[config.mk]
export PLATFORM = sky130hd
export DESIGN_NAME = mem_req_arbiter_flat
export DESIGN_NICKNAME = d
export VERILOG_FILES = /design/src/rtl/mem_req_arbiter_if.sv /design/src/rtl/mem_req_arbiter.sv /design/src/flat_wrapper.sv
export SDC_FILE = /design/constraint.sdc
export NUM_CORES = 1
export LEC_CHECK = 0
export BUFFER_PORTS_ARGS = -buffer_cell sky130_fd_sc_hd__buf_4
export CAP_MARGIN = 20
export CORE_AREA = 2 2 125 127
export CTS_BUF_LIST = sky130_fd_sc_hd__clkbuf_16
export DETAILED_ROUTE_END_ITERATION = 16
export DIE_AREA = 0 0 127 129
export HOLD_SLACK_MARGIN = 0.1
export SKIP_CTS_REPAIR_TIMING = 1
export SLEW_MARGIN = 10
export SYNTH_ARGS = -nofsm -noshare
export SYNTH_HDL_FRONTEND = slang
export SYNTH_SLANG_ARGS = --single-unit
[constraint.sdc]
create_clock -name clk -period 3.6 [get_ports clk]
set_input_delay 0.54 -clock clk [delete_from_list [all_inputs] [get_ports clk]]
set_output_delay 0.54 -clock clk [all_outputs]
set_load 0.01 [all_outputs]
[src/rtl/mem_req_arbiter_if.sv]
// SRAM-like request/response channel used by the pipeline requesters and the bus bridge.
// The master drives the request and payload; the slave returns acceptance, response and read data.
interface mem_req_arbiter_if;
    logic        req;
    logic        wr;
    logic [1:0]  size;
    logic [31:0] addr;
    logic [3:0]  wstrb;
    logic [31:0] wdata;
    logic        addr_ok;
    logic        data_ok;
    logic [31:0] rdata;

    modport master (
        output req, wr, size, addr, wstrb, wdata,
        input  addr_ok, data_ok, rdata
    );

    modport slave (
        input  req, wr, size, addr, wstrb, wdata,
        output addr_ok, data_ok, rdata
    );
endinterface

[src/rtl/mem_req_arbiter.sv]
// Shares one SRAM-like bus port between the instruction and data requesters with data-side priority.
// An in-order ID FIFO routes every bus response back to the requester that issued it.
module mem_req_arbiter #(
    parameter int OUTSTANDING = 2
) (
    input  logic              clk,
    input  logic              reset,
    mem_req_arbiter_if.slave  inst,
    mem_req_arbiter_if.slave  data,
    mem_req_arbiter_if.master bus
);
    localparam int               PTR_W    = (OUTSTANDING > 1) ? $clog2(OUTSTANDING) : 1;
    localparam int               CNT_W    = PTR_W + 1;
    localparam logic [CNT_W-1:0] FULL_CNT = CNT_W'(OUTSTANDING);

    logic                   lock_valid_r;
    logic                   lock_id_r;
    logic [OUTSTANDING-1:0] id_fifo_r;
    logic [PTR_W-1:0]       wr_ptr_r;
    logic [PTR_W-1:0]       rd_ptr_r;
    logic [CNT_W-1:0]       count_r;

    logic gid_s;
    logic granted_req_s;
    logic fifo_full_s;
    logic fifo_empty_s;
    logic head_id_s;
    logic issue_s;
    logic push_s;
    logic pop_s;

    // Grant selection: a pending lock pins the grant, otherwise data wins over inst.
    always_comb begin
        gid_s         = 1'b0;
        granted_req_s = 1'b0;
        if (lock_valid_r) begin
            gid_s = lock_id_r;
        end else if (data.req) begin
            gid_s = 1'b1;
        end else begin
            gid_s = 1'b0;
        end
        if (gid_s) begin
            granted_req_s = data.req;
        end else begin
            granted_req_s = inst.req;
        end
    end

    // Issue/push/pop qualifiers; full is taken from the registered count so a same-cycle pop cannot unblock issue.
    always_comb begin
        fifo_full_s  = (count_r == FULL_CNT);
        fifo_empty_s = (count_r == {CNT_W{1'b0}});
        head_id_s    = id_fifo_r[rd_ptr_r];
        issue_s      = granted_req_s & ~fifo_full_s & ~reset;
        push_s       = issue_s & bus.addr_ok;
        pop_s        = bus.data_ok & ~fifo_empty_s & ~reset;
    end

    // Bus request and payload mux from the granted requester.
    always_comb begin
        bus.req = issue_s;
        if (gid_s) begin
            bus.wr    = data.wr;
            bus.size  = data.size;
            bus.addr  = data.addr;
            bus.wstrb = data.wstrb;
            bus.wdata = data.wdata;
        end else begin
            bus.wr    = inst.wr;
            bus.size  = inst.size;
            bus.addr  = inst.addr;
            bus.wstrb = inst.wstrb;
            bus.wdata = inst.wdata;
        end
    end

    // Acceptance goes to the granted side; responses go to the FIFO head's owner.
    always_comb begin
        inst.addr_ok = push_s & ~gid_s;
        data.addr_ok = push_s & gid_s;
        inst.data_ok = pop_s & ~head_id_s;
        data.data_ok = pop_s & head_id_s;
        inst.rdata   = bus.rdata;
        data.rdata   = bus.rdata;
    end

    // Grant lock: held from an unaccepted issue until the bus accepts the address.
    always_ff @(posedge clk) begin
        if (reset) begin
            lock_valid_r <= 1'b0;
            lock_id_r    <= 1'b0;
        end else if (issue_s && !bus.addr_ok) begin
            lock_valid_r <= 1'b1;
            lock_id_r    <= gid_s;
        end else if (push_s) begin
            lock_valid_r <= 1'b0;
        end
    end

    // In-order ID FIFO; pointers wrap naturally because the depth is a power of two.
    always_ff @(posedge clk) begin
        if (reset) begin
            id_fifo_r <= {OUTSTANDING{1'b0}};
            wr_ptr_r  <= {PTR_W{1'b0}};
            rd_ptr_r  <= {PTR_W{1'b0}};
            count_r   <= {CNT_W{1'b0}};
        end else begin
            if (push_s) begin
                id_fifo_r[wr_ptr_r] <= gid_s;
                wr_ptr_r            <= wr_ptr_r + PTR_W'(1);
            end
            if (pop_s) begin
                rd_ptr_r <= rd_ptr_r + PTR_W'(1);
            end
            if (push_s && !pop_s) begin
                count_r <= count_r + CNT_W'(1);
            end else if (pop_s && !push_s) begin
                count_r <= count_r - CNT_W'(1);
            end
        end
    end
endmodule

[src/flat_wrapper.sv]
// flat-port wrapper written by rule: the top's interface ports become plain ports
module mem_req_arbiter_flat 
#(
    parameter int OUTSTANDING = 2
)
  (clk, reset, inst_req, inst_wr, inst_size, inst_addr, inst_wstrb, inst_wdata, inst_addr_ok, inst_data_ok, inst_rdata, data_req, data_wr, data_size, data_addr, data_wstrb, data_wdata, data_addr_ok, data_data_ok, data_rdata, bus_req, bus_wr, bus_size, bus_addr, bus_wstrb, bus_wdata, bus_addr_ok, bus_data_ok, bus_rdata);
  mem_req_arbiter_if inst_i ();
  mem_req_arbiter_if data_i ();
  mem_req_arbiter_if bus_i ();
  input  logic clk;
  input  logic reset;
  input wire logic [$bits(inst_i.req)-1:0] inst_req;
  input wire logic [$bits(inst_i.wr)-1:0] inst_wr;
  input wire logic [$bits(inst_i.size)-1:0] inst_size;
  input wire logic [$bits(inst_i.addr)-1:0] inst_addr;
  input wire logic [$bits(inst_i.wstrb)-1:0] inst_wstrb;
  input wire logic [$bits(inst_i.wdata)-1:0] inst_wdata;
  output wire logic [$bits(inst_i.addr_ok)-1:0] inst_addr_ok;
  output wire logic [$bits(inst_i.data_ok)-1:0] inst_data_ok;
  output wire logic [$bits(inst_i.rdata)-1:0] inst_rdata;
  input wire logic [$bits(data_i.req)-1:0] data_req;
  input wire logic [$bits(data_i.wr)-1:0] data_wr;
  input wire logic [$bits(data_i.size)-1:0] data_size;
  input wire logic [$bits(data_i.addr)-1:0] data_addr;
  input wire logic [$bits(data_i.wstrb)-1:0] data_wstrb;
  input wire logic [$bits(data_i.wdata)-1:0] data_wdata;
  output wire logic [$bits(data_i.addr_ok)-1:0] data_addr_ok;
  output wire logic [$bits(data_i.data_ok)-1:0] data_data_ok;
  output wire logic [$bits(data_i.rdata)-1:0] data_rdata;
  output wire logic [$bits(bus_i.req)-1:0] bus_req;
  output wire logic [$bits(bus_i.wr)-1:0] bus_wr;
  output wire logic [$bits(bus_i.size)-1:0] bus_size;
  output wire logic [$bits(bus_i.addr)-1:0] bus_addr;
  output wire logic [$bits(bus_i.wstrb)-1:0] bus_wstrb;
  output wire logic [$bits(bus_i.wdata)-1:0] bus_wdata;
  input wire logic [$bits(bus_i.addr_ok)-1:0] bus_addr_ok;
  input wire logic [$bits(bus_i.data_ok)-1:0] bus_data_ok;
  input wire logic [$bits(bus_i.rdata)-1:0] bus_rdata;
  assign inst_i.req = inst_req;
  assign inst_i.wr = inst_wr;
  assign inst_i.size = inst_size;
  assign inst_i.addr = inst_addr;
  assign inst_i.wstrb = inst_wstrb;
  assign inst_i.wdata = inst_wdata;
  assign inst_addr_ok = inst_i.addr_ok;
  assign inst_data_ok = inst_i.data_ok;
  assign inst_rdata = inst_i.rdata;
  assign data_i.req = data_req;
  assign data_i.wr = data_wr;
  assign data_i.size = data_size;
  assign data_i.addr = data_addr;
  assign data_i.wstrb = data_wstrb;
  assign data_i.wdata = data_wdata;
  assign data_addr_ok = data_i.addr_ok;
  assign data_data_ok = data_i.data_ok;
  assign data_rdata = data_i.rdata;
  assign bus_req = bus_i.req;
  assign bus_wr = bus_i.wr;
  assign bus_size = bus_i.size;
  assign bus_addr = bus_i.addr;
  assign bus_wstrb = bus_i.wstrb;
  assign bus_wdata = bus_i.wdata;
  assign bus_i.addr_ok = bus_addr_ok;
  assign bus_i.data_ok = bus_data_ok;
  assign bus_i.rdata = bus_rdata;
  mem_req_arbiter #(.OUTSTANDING(OUTSTANDING)) u_core (.clk(clk), .reset(reset), .inst(inst_i), .data(data_i), .bus(bus_i));
endmodule
==> flow_summary.ini <==
[route]
first_iter_violations = 46
wl_met3_um = 832
wl_met1_um = 2500
top_layer = met4
drt_pass1_iterations = 4
ant_nets = 0
vias_per_cell = 3.64
vias = 1952
met2_length_um = 4130
routed_wl_um = 7820
post_drt_wl_per_cell_um = 14.6
drc = 0

[placed_design]
dp_hpwl_um = 6990
io_buffers = 223
placed_area_sq_um = 3170
dp_cells = 531
routabilityCongestion = 0.762

[clock_tree]
cts-root-buf = clkbuf_16
clk_latency_ps = 230
cts_num_sinks = 8
clock_path_buffers = 2
numCtsBuffers = 3
cts_tree = built
clk_pin_slew_ps = 40
htree_levels = 1

[hold_path]
min_to = u_core.wr_ptr_r
min_path_cells = 2
hp-start = u_core.wr_ptr_r
hold_class = register to register

[setup_path]
path_cells = mux2i_4 > buf_4 > mux2_2 > buf_4
end_kind = output pin
worst_ep_arrival_time_ps = 2040
r2r_end = u_core.count_r[1]
rr_worst_depth = 7
rr_startpoint = u_core.lock_id_r
critical_path_buf_inv_count = 2
cp_slowest_cell = buf_4
crit_required_ps = 3060
path_common_cell = buf_4
worst-path-max-fanout = 43
worstSetupStartpointType = register
critical_path.top_delay_family = multiplexers
crit_path_max_incr_delay_ps = 480
r2r_slack_ps = 1380
crit_type = register to output pin

[synth]
synth-seq-area-share_pct = 9.12
ys.flop_type = dfxtp_1
synth_largest_area_cell = mux2_1
synth-seq-cells = 8
postSynthCellCount = 191
syn_area_sq_um = 1760
syn_avg_cell_area_sq_um = 9.20
synth_area_leaders = mux2_1, buf_4, dfxtp_1
synth_top_area_share_pct = 37.2
synth_edf_count = 0
yosysUniqueCellTypes = 28
ys_async_sr_fraction_pct = 0
synth_nets = 372
yosys_warnings = 0

[run_status]
status = completed

[power]
seqPwrFrac_pct = 14.5
ir_drop_mv = 0.0940
p_leak_uw = 0.00159
power_uw = 775
intPower_uw = 535
clockPowerShare_pct = 24.2
switching_power_uw = 241
powerDensity_nw_per_um2 = 238
combPwrFrac_pct = 61.4
p_sw_share_pct = 31.1

[final_layout]
fin_area_sq_um = 3250
syn2layout_area_growth_pct = 85.1
drive_above_1_share_pct = 70.8
stdcell_count = 536
nNetsFinal = 529

[sta]
finalSetupTns_ps = 0
period_minus_slack_ps = 2580
hold_viol_final = 0
worstMarginPinSlew_ps = 552
drv_slew = 0
rsz0062_at_grt = false
fin_crit_sh_pct = 71.7
setup_violations = 0
fmax_mhz = 387
relSlewSlack_pct = 63.2
finClkSkew_ps = 0.997

[grt]
grt_pass1_wl_um = 10800
overflow = 0
first_global_vias = 2108
track_usage_pct = 8.68
grt_max_degree = 44
antenna_found_initial = 2

[die]
die_y_um = 129
coreArea_sq_um = 15000
fp.dieArea_sq_um = 16400
placementRows = 45
start_util_pct = 11.7
die_w_um = 127
io_pins = 320

[job]
maxCapViolCount = 0
placed cells by master (no fill, tap or decap):
cell type    n
mux2_1      58
o21ai_1      1
a31o_1       2
or3_1        1
clkinv_1     1
nor2_1       6
mux2i_1      2
diode_2      2
nand2_1      3
nand3b_2     1
nor3_1       1
nand2b_1     1
o211a_1      1
mux2i_4      1
a21oi_1      2
ha_1         1
nor2b_1      3
o21ai_0      2
a2111oi_4    1
mux2_4       1
buf_4      225
inv_1        3
xor2_1       3
and3_1       1
clkbuf_16    3
mux2_2      13
a311oi_1     1
dfxtp_1      8
power groups by stage:
stage | Combinational, uW | Clock, uW | Sequential (uW)
finish | 476 | 187 | 112
global route | 510 | 194 | 114
CTS | 482 | 192 | 112
detailed placement | 480 | 0 | 114
global placement | 474 | 0 | 113
floorplan | 278 | 0 | 110
flip-flops by register name (all words and copies together) (netlist names):
signal / count
u_core.count_r: 2
u_core.id_fifo_r: 2
u_core.rd_ptr_r: 1
u_core.lock_id_r: 1
u_core.wr_ptr_r: 1
u_core.lock_valid_r: 1
worst max-delay path by stage:
stage                                    to                 from  slack [ps]  cells after the start
final                         bus_wdata[12]  u_core.lock_valid_r        1020                      4
after global routing          bus_wdata[12]  u_core.lock_valid_r         910                      4
after CTS                     bus_wdata[14]  u_core.lock_valid_r        1000                      4
after detailed placement  u_core.count_r[1]             data_req        1160                      8
after global placement        bus_wdata[12]             data_req        1220                      5
after floorplan           u_core.count_r[1]             data_req        1390                      7
metrics by stage:
step           worst slack [ps]  utilization (%)  hold slack [ps]
2_1_floorplan              1390                -              450
3_3_place_gp               1220             21.2              464
3_5_place_dp               1160             21.2              479
4_1_cts                    1000             21.7              483
5_1_grt                     905             21.7              522
6_report                   1020             21.7              487
synth_stat cells, types with 2 or more instances:
master and count:
buf_4 64, mux2_1 58, mux2_2 13, dfxtp_1 8, buf_2 6, nor2_1 6, inv_1 3, mux2i_1 3
nand2_1 3, nor2b_1 3, xor2_1 3, a21oi_1 2, a31o_1 2, clkbuf_1 2, o21ai_0 2
cell families (layout without fill, tap and decap cells):
family,after synthesis,after routing,share of synthesized area (%)
other cells,0,2,0
fa+ha+maj,1,1,0.712
flops,8,8,9.12
mux,75,75,48.1
xor+xnor,3,3,1.50
compound gates,10,10,5.06
buf+inv,77,232,30.6
simple gates,17,17,4.99
metal layers:
| metal | track usage [%] | up-vias |
|---|---|---|
| met4 | 5.04 | 0 |
| met2 | 17.3 | 157 |
| met5 | 0 | - |
| met3 | 1.91 | 35 |
| li1 | - | 908 |
| met1 | 8.11 | 852 |
final cells by class:
class                           instances  area, sq um
Tap cell                              188          235
Timing Repair Buffer                  225         1690
Fill cell                            1655        11700
Antenna cell                            2         5.00
Sequential cell                         8          160
Inverter                                4         15.0
Clock buffer                            3         75.1
Multi-Input combinational cell        106         1070
worst min-delay path, delay by kind of cell (launching register included):
family           cells  cell delay (ps)
flip-flops           1              330
AO/OA/AOI/OAI        1               50
AND/OR/NAND/NOR      1               70
No activity file was read; power rests on OpenSTA's default activity.
